$ cat config.mk
export PLATFORM = sky130hd
export DESIGN_NAME = variable_rate_uart_tx
export DESIGN_NICKNAME = d
export VERILOG_FILES = /design/src/rtl/uart_pkg.sv /design/src/rtl/uart_bit_timer.sv /design/src/rtl/variable_rate_uart_tx.sv
export SDC_FILE = /design/constraint.sdc
export NUM_CORES = 1
export LEC_CHECK = 0
export ABC_AREA = 1
export BUFFER_PORTS_ARGS = -buffer_cell sky130_fd_sc_hd__buf_2
export CAP_MARGIN = 30
export CORE_MARGIN = 1.5
export CORE_UTILIZATION = 35
export DETAILED_ROUTE_END_ITERATION = 8
export GPL_TIMING_DRIVEN = 0
export PLACE_DENSITY = 0.54
export SLEW_MARGIN = 25
export SYNTH_ARGS = -nofsm -noshare
export SYNTH_HDL_FRONTEND = slang
export SYNTH_HIERARCHICAL = 1
export SYNTH_SLANG_ARGS = --single-unit
$ cat constraint.sdc
create_clock -name i_Clk -period 4.1 [get_ports i_Clk]
set_clock_uncertainty 0.15 [all_clocks]
set_input_delay 1.23 -clock i_Clk [delete_from_list [all_inputs] [get_ports i_Clk]]
set_output_delay 1.23 -clock i_Clk [all_outputs]
set_load 0.05 [all_outputs]
$ cat src/rtl/uart_pkg.sv
// Shared UART definitions: FSM states, default widths and standard
// clocks-per-bit constants at 25 MHz.
package uart_pkg;

    localparam int DEF_PERIOD_W   = 20;
    localparam int DEF_MIN_PERIOD = 4;

    // Clocks per bit at 25 MHz for the standard rates.
    localparam int CPB_110    = 227272;
    localparam int CPB_300    = 83333;
    localparam int CPB_1200   = 20833;
    localparam int CPB_9600   = 2604;
    localparam int CPB_19200  = 1302;
    localparam int CPB_57600  = 434;
    localparam int CPB_115200 = 217;

    typedef enum logic [2:0] {
        IDLE,
        START,
        DATA,
        STOP,
        CLEANUP
    } tx_state_t;

endpackage

$ cat src/rtl/uart_bit_timer.sv
// Bit-period timer: counts 0..period-1 while running, flags the last cycle.
// Shared between the variable-rate transmitter and receiver.
module uart_bit_timer #(
    parameter int PERIOD_W = 20
) (
    input  logic                i_Clk,
    input  logic                i_Rst_L,
    input  logic                load,
    input  logic                run,
    input  logic [PERIOD_W-1:0] period,
    output logic                bit_end
);

    localparam logic [PERIOD_W-1:0] ONE = PERIOD_W'(1);

    logic [PERIOD_W-1:0] count;

    assign bit_end = run && (count == period - ONE);

    always_ff @(posedge i_Clk or negedge i_Rst_L) begin
        if (!i_Rst_L) begin
            count <= '0;
        end else if (load) begin
            count <= '0;
        end else if (run) begin
            count <= bit_end ? '0 : count + ONE;
        end
    end

endmodule

$ cat src/rtl/variable_rate_uart_tx.sv
// 8N1 UART transmitter with a run-time bit period (clocks per bit),
// latched and clamped at the start of each frame.
module variable_rate_uart_tx
    import uart_pkg::*;
#(
    parameter int PERIOD_W   = DEF_PERIOD_W,
    parameter int MIN_PERIOD = DEF_MIN_PERIOD
) (
    input  logic                i_Clk,
    input  logic                i_Rst_L,
    input  logic [PERIOD_W-1:0] i_Period,
    input  logic                i_TX_DV,
    input  logic [7:0]          i_TX_Byte,
    output logic                o_TX_Active,
    output logic                o_TX_Serial,
    output logic                o_TX_Done
);

    localparam logic [PERIOD_W-1:0] MIN_P = PERIOD_W'(MIN_PERIOD);

    tx_state_t           state, next_state;
    logic [7:0]          shift;
    logic [2:0]          bit_idx;
    logic [PERIOD_W-1:0] period_q;
    logic                accept;
    logic                running;
    logic                bit_end;

    assign accept  = (state == IDLE) && i_TX_DV;
    assign running = (state == START) || (state == DATA) || (state == STOP);

    uart_bit_timer #(
        .PERIOD_W (PERIOD_W)
    ) u_timer (
        .i_Clk   (i_Clk),
        .i_Rst_L (i_Rst_L),
        .load    (accept),
        .run     (running),
        .period  (period_q),
        .bit_end (bit_end)
    );

    always_ff @(posedge i_Clk or negedge i_Rst_L) begin
        if (!i_Rst_L) begin
            state    <= IDLE;
            shift    <= '0;
            bit_idx  <= '0;
            period_q <= MIN_P;
        end else begin
            state <= next_state;
            if (accept) begin
                shift    <= i_TX_Byte;
                bit_idx  <= '0;
                period_q <= (i_Period < MIN_P) ? MIN_P : i_Period;
            end else if ((state == DATA) && bit_end) begin
                shift   <= shift >> 1;
                bit_idx <= bit_idx + 3'd1;
            end
        end
    end

    always_comb begin
        next_state  = state;
        o_TX_Serial = 1'b1;
        o_TX_Done   = 1'b0;
        o_TX_Active = running;
        case (state)
            IDLE: begin
                if (i_TX_DV) next_state = START;
            end
            START: begin
                o_TX_Serial = 1'b0;
                if (bit_end) next_state = DATA;
            end
            DATA: begin
                o_TX_Serial = shift[0];
                if (bit_end && (bit_idx == 3'd7)) next_state = STOP;
            end
            STOP: begin
                // Done coincides with the final stop-bit cycle.
                o_TX_Done = bit_end;
                if (bit_end) next_state = CLEANUP;
            end
            CLEANUP: begin
                next_state = IDLE;
            end
            default: begin
                next_state = IDLE;
            end
        endcase
    end

endmodule

==> results.ini <==
[grt]
antenna_found_initial = 0
grt_max_degree = 55
grt_pass1_vias = 3098
grt-ovfl-total = 0
gr-usage-all-layers_pct = 16.4
grt_first_pass_wirelength_microns = 14600

[finish]
multiInputGateArea_sq_um = 2050
final_area_sq_um = 4180
num-nets-final = 599
syn_to_final_growth_pct = 13.7
n_fill_cell = 1112
drive_gt1_share_pct = 21.2
seqCellArea_sq_um = 1350
n_antenna_cell = 0

[synthesis]
yosys_warnings = 6
avgSynthCellArea_sq_um = 7.10
ys_seq_area_share_pct = 36.8
synthesis.nets = 553
synth.distinct_cells = 38
yosys.area.top_type_share_pct = 36.1
ys.flop_type = dfrtp_1
synth_edf_count = 0
syn_area_sq_um = 3680
netlist_instances = 518
ys_ff_latch = 54
synth_top_cells_by_area = dfrtp_1 (36%), nand2_1 (22%), nor2_1 (5.0%)
synthArstFlopShare_pct = 100
synth_top_area_cell = dfrtp_1

[die]
std_cell_rows = 37
initial_core_util_pct = 35.8
dieArea_sq_um = 11100
core_area_sq_um = 10300
die_w_microns = 106
die_h_microns = 106
io_pins = 34

[worst_setup_path]
r2r_setup_slack_ns = 1.47
reg2reg_depth = 21
critPathKind = register to primary output
crit_fanout = 4
cp.arrival_ns = 2.52
end_kind = primary output
crit_required_ns = 2.72
start_kind = register
reg2reg_from = state[0]
rr_endpoint = shift[4]

[timing]
tns_ns = 0
tightest_slew_ns = 0.705
period_needed_ns = 3.90
worst_slack_ns = 0.202
hold_viol = 0
relSlewSlack_pct = 53.0
rsz0062_at_grt = false
setup_viol = 0
timing.fmax_mhz = 257
slew_viol_final = 0
fin_crit_sh_pct = 95.1

[hold_path]
min_path_cells = 2
hold_path_class = register to register
hold_end = shift[5]
min-delay-start = shift[5]

[clock_network]
cts_max_level = 2
cts-root-buf = clkbuf_8
ctsHoldBuffers = 0
cts_tree = built
cts_buffers = 5
clock_latency_ns = 0.32
cts.clk_slew.worst_paths_ns = 0.11
cts_buffer_depth = 2
clock-sinks = 54

[placement]
hpwl_microns = 6550
place.gp.congestion = 0.791
numPortBuffers = 33
dp_slack_ns = 0.132
dpl_cell_area_sq_um = 4020

[detailed_routing]
dr_wl_met2_microns = 4180
drtPass1Iterations = 4
first_iter_violations = 132
wl_met1_microns = 3950
wl_microns = 8480
via_count = 3206
route.detailed.drc = 0
topRoutingLayerUsed = met4
postRouteAntennaNets = 0
vias_per_cell = 4.57
dr_wl_met3_microns = 227
wire_per_inst_microns = 12.1

[pwr]
intPower_mw = 1.31
power_frac_comb_pct = 50.9
pwr-share-seq_pct = 35.8
p_switching_mw = 1.17
switching_share_pct = 47.3
p_leak_nw = 2.11
powerDensity_nw_per_um2 = 592
clkPwrFrac_pct = 13.3
vdd_ir_drop_max_v = 0.000300

[status]
outcome = finished clean

[run]
maxCapViolCount = 0

## cell usage in the layout, fill, tap and decap left out, types with 3 or more instances in the layout
cell,instances
buf_2,35
buf_4,7
buf_6,4
clkbuf_8,6
dfrtp_1,52
ha_1,4
inv_1,40
inv_2,8
nand2_1,210
nand2_2,9
nand2_4,3
nand3_1,18
nand3b_1,6
nand4_1,11
nor2_1,46
nor2_2,14
nor2_4,7
o21ai_0,15
o21ai_1,4
o21ai_2,9
xnor2_1,9
xor2_1,19
## Yosys cell counts, types with 2 or more instances
library cell / instances
nor3_1: 2
nor2_1: 49
nand2_4: 3
buf_2: 4
nand2_2: 8
nand3b_1: 6
o21ai_0: 15
nand3_2: 2
o21ai_2: 9
nand2_1: 211
buf_6: 3
clkbuf_1: 2
dfrtp_1: 53
nand3_1: 18
o21bai_1: 2
nor2_2: 11
o21ai_1: 4
ha_1: 4
clkbuf_2: 2
inv_1: 43
a21oi_1: 2
xor2_1: 19
nand3_4: 2
nand4_1: 11
inv_2: 6
xnor2_1: 9
nor2_4: 7
## flip-flops by register name (all words and copies together) (netlist names)
signal         cells
bit_idx            3
state              3
shift              8
u_timer/count     20
period_q          20
## final cells by class
class                           count  share of cell area, %
Clock buffer                        6                   1.97
Timing Repair Buffer               39                   5.23
Buffer                             12                   2.18
Tap cell                          136                   4.07
Multi-Input combinational cell    401                   49.1
Sequential cell                    54                   32.4
Clock inverter                      2                  0.389
Inverter                           51                   4.69
## logic make-up after synthesis
family | synth area share, %
and+or+nand+nor | 41.0
buffers and inverters | 7.76
DFF | 36.8
AOI/OAI and AO/OA | 6.16
xor gates and xnor gates | 6.67
adders and majority gates | 1.36
muxes | 0.272
## metal layers
layer,vias up,global-route usage [%]
met5,-,0
met1,1458,20.7
li1,1695,-
met4,0,4.54
met3,8,2.47
met2,45,29.3
## metrics by stage
step / cells / power, mW / hold WS (ns) / util (%)
after floorplan: 518 / 1.84 / 0.292 / -
after global placement: 687 / 2.09 / 0.309 / 39.1
after detailed placement: 687 / 2.11 / 0.316 / 39.1
after CTS: 698 / 2.48 / 0.344 / 40.4
after global routing: 701 / 2.73 / 0.370 / 40.7
final: 701 / 2.48 / 0.340 / 40.7
## power by group through the flow
stage	registers, mW	clock network [mW]	logic (mW)
floorplan	0.853	0	0.983
global placement	0.897	0	1.19
detailed placement	0.899	0	1.21
CTS	0.887	0.344	1.25
global route	0.920	0.371	1.44
finish	0.888	0.329	1.26
## critical path, cell delays in order (launching register included)
cell and delay [ns]:
dfrtp_2 0.45, nor2_4 0.14, nand2_4 0.07, nand2_1 0.09, inv_1 0.07, nand2_2 0.09
inv_1 0.07, a21oi_2 0.10, nand3_1 0.09, nor2_1 0.11, nand2_1 0.08, nor2_1 0.12
nand2_1 0.10, nor2_4 0.11, nand3_4 0.09, inv_4 0.08, inv_2 0.06, nor2_2 0.11
buf_6 0.16
## worst max path at each step
stage / from / end / slack, ns / depth (start not counted)
after global routing: state[1] / o_TX_Done / 0.005 / 18
after floorplan: state[0] / o_TX_Done / 0.09 / 17
after detailed placement: state[0] / o_TX_Done / 0.13 / 18
after CTS: period_q[0] / o_TX_Done / 0.009 / 13
final: state[0] / o_TX_Done / 0.20 / 18
after global placement: state[0] / o_TX_Done / 0.19 / 18
## repair_timing
item	4_1_cts	5_1_grt
endpoints found under the setup margin	1	1
resized for setup	6	5
pin swaps	1	6
setup buffers	3	3
(Power assumes the default switching activity.)
